**config.mk**
```make
export PLATFORM = sky130hd
export DESIGN_NAME = mcpu_dram_arbiter
export DESIGN_NICKNAME = d
export VERILOG_FILES = /design/src/rtl/mcpu_dram_arbiter_pkg.sv /design/src/rtl/mcpu_dram_arbiter_rr_arb2.sv /design/src/rtl/mcpu_dram_arbiter.sv
export SDC_FILE = /design/constraint.sdc
export NUM_CORES = 1
export LEC_CHECK = 0
export ABC_CLOCK_PERIOD_IN_PS = 1700
export CORE_UTILIZATION = 41
export DETAILED_ROUTE_END_ITERATION = 8
export PLACE_DENSITY_LB_ADDON = 0.3
export SYNTH_ARGS = -nofsm -noshare
export SYNTH_HDL_FRONTEND = slang
export SYNTH_HIERARCHICAL = 1
export SYNTH_SLANG_ARGS = --single-unit
export TNS_END_PERCENT = 20
```
**constraint.sdc**
```tcl
create_clock -name clk -period 1.7 [get_ports clk]
set_input_delay 0.425 -clock clk [delete_from_list [all_inputs] [get_ports clk]]
set_output_delay 0.425 -clock clk [all_outputs]
set_load 0.05 [all_outputs]
```
**src/rtl/mcpu_dram_arbiter_pkg.sv**
```systemverilog
// rtl/mcpu_dram_arbiter_pkg.sv - shared types and width defaults for the MCPU DRAM arbiter
package mcpu_dram_arbiter_pkg;

    localparam int DRAM_DATA_BITS_DEF = 16;
    localparam int DRAM_ADDR_BITS_DEF = 14;

    typedef enum logic [1:0] {
        MCPU_ARB_IDLE   = 2'd0,
        MCPU_ARB_ACCESS = 2'd1,
        MCPU_ARB_DONE   = 2'd2
    } arb_state_e;

endpackage

```
**src/rtl/mcpu_dram_arbiter_rr_arb2.sv**
```systemverilog
// rtl/mcpu_dram_arbiter_rr_arb2.sv - combinational two-way round-robin picker
module mcpu_rr_arb2 (
    input  logic [1:0] req,
    input  logic       last_grant,
    output logic       grant_valid,
    output logic       grant_id
);

    // A lone requester always wins; under contention the port that did not win last time goes.
    always_comb begin
        grant_valid = |req;
        grant_id    = (req == 2'b11) ? ~last_grant : req[1];
    end

endmodule

```
**src/rtl/mcpu_dram_arbiter.sv**
```systemverilog
// rtl/mcpu_dram_arbiter.sv - serialises CPU and DMA requests onto one single-port DRAM
module mcpu_dram_arbiter
    import mcpu_dram_arbiter_pkg::*;
#(
    parameter int DRAM_DATA_BITS = DRAM_DATA_BITS_DEF,
    parameter int DRAM_ADDR_BITS = DRAM_ADDR_BITS_DEF
) (
    input  logic                      clk,
    input  logic                      reset,
    input  logic                      p0_req,
    input  logic                      p0_we,
    input  logic [DRAM_ADDR_BITS-1:0] p0_addr,
    input  logic [DRAM_DATA_BITS-1:0] p0_wdata,
    output logic                      p0_ack,
    output logic [DRAM_DATA_BITS-1:0] p0_rdata,
    input  logic                      p1_req,
    input  logic                      p1_we,
    input  logic [DRAM_ADDR_BITS-1:0] p1_addr,
    input  logic [DRAM_DATA_BITS-1:0] p1_wdata,
    output logic                      p1_ack,
    output logic [DRAM_DATA_BITS-1:0] p1_rdata,
    output logic [DRAM_ADDR_BITS-1:0] dram_addr,
    output logic [DRAM_DATA_BITS-1:0] dram_data_in,
    input  logic [DRAM_DATA_BITS-1:0] dram_data_out,
    output logic                      dram_write_ena
);

    arb_state_e                state_q, state_d;
    logic                      lat_we_q;
    logic [DRAM_ADDR_BITS-1:0] lat_addr_q;
    logic [DRAM_DATA_BITS-1:0] lat_wdata_q;
    logic                      lat_id_q;
    logic                      last_grant_q;
    logic [DRAM_DATA_BITS-1:0] p0_rdata_q, p1_rdata_q;
    logic                      grant_valid, grant_id;
    logic                      load_d;

    mcpu_rr_arb2 u_rr_arb2 (
        .req         ({p1_req, p0_req}),
        .last_grant  (last_grant_q),
        .grant_valid (grant_valid),
        .grant_id    (grant_id)
    );

    // The latched address/data drive the DRAM directly, so they hold their value outside ACCESS.
    assign dram_addr    = lat_addr_q;
    assign dram_data_in = lat_wdata_q;
    assign p0_rdata     = p0_rdata_q;
    assign p1_rdata     = p1_rdata_q;

    // Next state, acks and write strobe; reset gates the strobe so an in-flight write never commits.
    always_comb begin
        state_d        = state_q;
        load_d         = 1'b0;
        p0_ack         = 1'b0;
        p1_ack         = 1'b0;
        dram_write_ena = 1'b0;
        case (state_q)
            MCPU_ARB_IDLE: begin
                if (grant_valid) begin
                    load_d  = 1'b1;
                    state_d = MCPU_ARB_ACCESS;
                end
            end
            MCPU_ARB_ACCESS: begin
                dram_write_ena = lat_we_q & ~reset;
                state_d        = MCPU_ARB_DONE;
            end
            MCPU_ARB_DONE: begin
                p0_ack  = ~lat_id_q;
                p1_ack  = lat_id_q;
                state_d = MCPU_ARB_IDLE;
            end
            default: state_d = MCPU_ARB_IDLE;
        endcase
    end

    // State register, winner latch, read-data capture and round-robin history.
    always_ff @(posedge clk) begin
        if (reset) begin
            state_q      <= MCPU_ARB_IDLE;
            lat_we_q     <= 1'b0;
            lat_addr_q   <= '0;
            lat_wdata_q  <= '0;
            lat_id_q     <= 1'b0;
            last_grant_q <= 1'b1;
            p0_rdata_q   <= '0;
            p1_rdata_q   <= '0;
        end else begin
            state_q <= state_d;
            if (load_d) begin
                lat_id_q    <= grant_id;
                lat_we_q    <= grant_id ? p1_we    : p0_we;
                lat_addr_q  <= grant_id ? p1_addr  : p0_addr;
                lat_wdata_q <= grant_id ? p1_wdata : p0_wdata;
            end
            if (state_q == MCPU_ARB_ACCESS && !lat_we_q) begin
                if (lat_id_q) p1_rdata_q <= dram_data_out;
                else          p0_rdata_q <= dram_data_out;
            end
            if (state_q == MCPU_ARB_DONE) begin
                last_grant_q <= lat_id_q;
            end
        end
    end

endmodule

```
==> flow_summary_export.csv <==
group,metric,value,unit
status,outcome,"finished with violations",
status,violations,"negative setup slack",
yosys,ys_seq_area_frac,0.4324,
grt,antenna_found_initial,1,
critical_path,max_stage_delay,360,ps
floorplan,dieArea,7917,µm²
layout,drive_gt1_frac,0.3000,
cts,htree_levels,3,
cts,cts.clk_slew.worst_paths,70,ps
timing,max_freq,588.1,MHz
critical_path,critPathBufInv,1,
cts,cts_root_buffer,"clkbuf_8",
yosys,synth-simple-area-share,0.1900,
drt,vias,2504,
critical_path,crit_path_end_kind,"output pin",
hold_path,hp-class,"in -> reg",
yosys,syn_area_per_cell,11.08,µm²
layout,layout.nets,508,
cts,clock_sinks,67,
critical_path,reg2reg_slack,240,ps
timing,worst_pin_slew,414.4,ps
yosys,synth-edff-count,0,
critical_path,critPathTopFamily,"simple AND/OR/NAND/NOR gates",
critical_path,reg2regPathDepth,4,
grt,grt_max_degree,59,
power,ir_drop,444.2,µV
flow_run,maxCapViolCount,0,
yosys,synthAdderAreaFrac,0,
timing,setup_slack,-0.3558,ps
critical_path,start_kind,"flop",
drt,drt_first_pass_iters,4,
yosys,synth.area.mux_share,0.2065,
yosys,synthCells,280,
cts,tritoncts,"done",
cts,numCtsBuffers,9,
floorplan,die_w,88.98,µm
grt,overflow,0,
timing,rsz0062_at_grt,"yes",
yosys,synth.distinct_cells,22,
floorplan,initial_core_util,0.4254,
layout,nFillCells,612,
timing,period_needed,1700,ps
drt,drt-total-wl,7.262,mm
critical_path,rr_endpoint,"dram_data_in[10]",
timing,setup_viol,1,
drt,drt_iter0_drc,57,
grt,grt_pass1_wl,11.18,mm
hold_path,hold_path.startpoint,"reset",
placement,finalWeightedCongestion,0.6789,
critical_path,critical_path_class,"reg -> out",
grt,grt_pass1_vias,2454,
placement,dp_worst_setup_slack,-443.2,ps
critical_path,rr_startpoint,"state_q[1]",
layout,regArea,1349,µm²
layout,syn_to_final_growth,55.47,%
grt,grt_usage,0.1873,
placement,io_buffers,146,
critical_path,critical_path_required,1270,ps
cts,clk_path_buf_depth,2,
yosys,async_flop_share,0,
floorplan,die_h,88.98,µm
floorplan,rows,31,
power,power_density,887.5,nW/µm²
critical_path,slowest_stage,"dfxtp_4",
timing,worst_slew_margin_rel,0.7237,
critical_path,worstPathArrival,1280,ps
floorplan,ios,147,
drt,drc,0,
timing,drv_slew,0,
cts,holdBufCountCts,0,
layout,multi_input_area,1657,µm²
timing,period_share,1.000,
placement,dp_hpwl,5.041,mm
cts,clock_latency,340,ps
layout,final_util,0.6613,
yosys,synthXorXnorAreaFrac,0,
yosys,netlist_area,3102,µm²
hold_path,hold_path_end,"state_q[1]",
yosys,synth_nets,362,
yosys,synth-compound-area-share,0.1263,
yosys,yosysWarnings,6,
critical_path,critPathMaxFanout,4,
hold_path,min_path_cells,2,
drt,avgViaCountPerCell,4.725,
yosys,synth_top_family_by_area,"multiplexers",
critical_path,crit_chain,"or2b_1, nor2_2, buf_12",
timing,hold_violations,0,
power,p_leak,2.036,nW
yosys,synth_seq_cells,67,
drt,ant_nets,0,
layout,final_common_cell,"nand2b_1",
yosys,synth_ff_type,"dfxtp_1",
drt,wl_per_cell,13.70,µm
floorplan,fp.coreArea,7292,µm²
timing,clock-skew-final,8.371,ps
layout,layout_common_cells,"nand2b_1 (81), clkdlybuf4s50_1 (79), buf_4 (70), dfxtp_1 (65), mux2i_1 (64)",
## through the flow
step	setup TNS (ps)	instance area (µm²)	hold WS (ps)	cells	power, W
finish	-0.3558	4822	330.7	530	0.004279
global route	-95.75	4822	323.3	530	0.004459
CTS	-95.83	4788	297.9	526	0.004322
detailed placement	-13020	4553	463.3	510	0.002978
global placement	-12580	4553	462.1	510	0.002964
floorplan	0	3104	436.4	280	0.002521
## registers in the layout, indices dropped and copies added, names as in the netlist
signal / flops
p0_rdata: 16
dram_addr: 14
lat_we_q: 1
lat_id_q: 1
last_grant_q: 1
dram_data_in: 16
state_q: 2
p1_rdata: 16
## kinds of logic after synthesis
family                 Yosys count
AOI/OAI and AO/OA               33
muxes                           64
DFF                             67
buffers and inverters           25
and+or+nand+nor                 91
## routing by layer
layer | global-route usage | part of all wire | vias up
li1 | - | - | 1257
met4 | 0.09524 | 0.020 | 0
met3 | 0.06187 | 0.071 | 12
met2 | 0.3126 | 0.48 | 101
met5 | 0 | 0 | -
met1 | 0.2154 | 0.43 | 1134
## synth_stat cells, drive strengths merged (2+ instances only)
| cell type | instances | share of area |
|---|---|---|
| buf | 14 | 0.031 |
| clkbuf | 10 | 0.012 |
| dfxtp | 67 | 0.43 |
| mux2i | 64 | 0.21 |
| nand2b | 81 | 0.16 |
| nor3b | 2 | 0.0065 |
| o22ai | 31 | 0.12 |
## final cells by class
cell class                      count  share of cell area
Multi-Input combinational cell    188              0.3435
Timing Repair Buffer              159              0.3095
Sequential cell                    67              0.2797
Clock buffer                       13             0.03295
Tap cell                           99             0.02569
Clock inverter                      2            0.007265
Inverter                            1           0.0007784
Antenna cell                        1           0.0005189
## how the worst max path moves through the flow
| stage | to | slack (ps) | startpoint | cells after the start |
|---|---|---|---|---|
| 6_report | p0_ack | -0.4 | state_q[1] | 3 |
| 5_1_grt | dram_write_ena | -50 | state_q[0] | 3 |
| 4_1_cts | dram_write_ena | -60 | state_q[0] | 3 |
| 3_5_place_dp | dram_data_in[9] | -440 | p0_req | 5 |
| 3_3_place_gp | dram_data_in[9] | -420 | p0_req | 5 |
| 2_1_floorplan | dram_write_ena | 50 | reset | 3 |
## power by group
part	switching (W)	internal [W]
Sequential	0.0000669	0.00168
Combinational	0.000672	0.000540
Clock	0.000571	0.000749
Total	0.00131	0.00297
## timing repair
| item | in CTS | in global routing |
|---|---|---|
| buffers inserted | 0 | 3 |
| pin swaps | 0 | 1 |
| endpoints found under the setup margin | 33 | 19 |
| resized for setup | 4 | 5 |
| gates cloned | 1 | 0 |
Power figures use the tool's default switching activity.
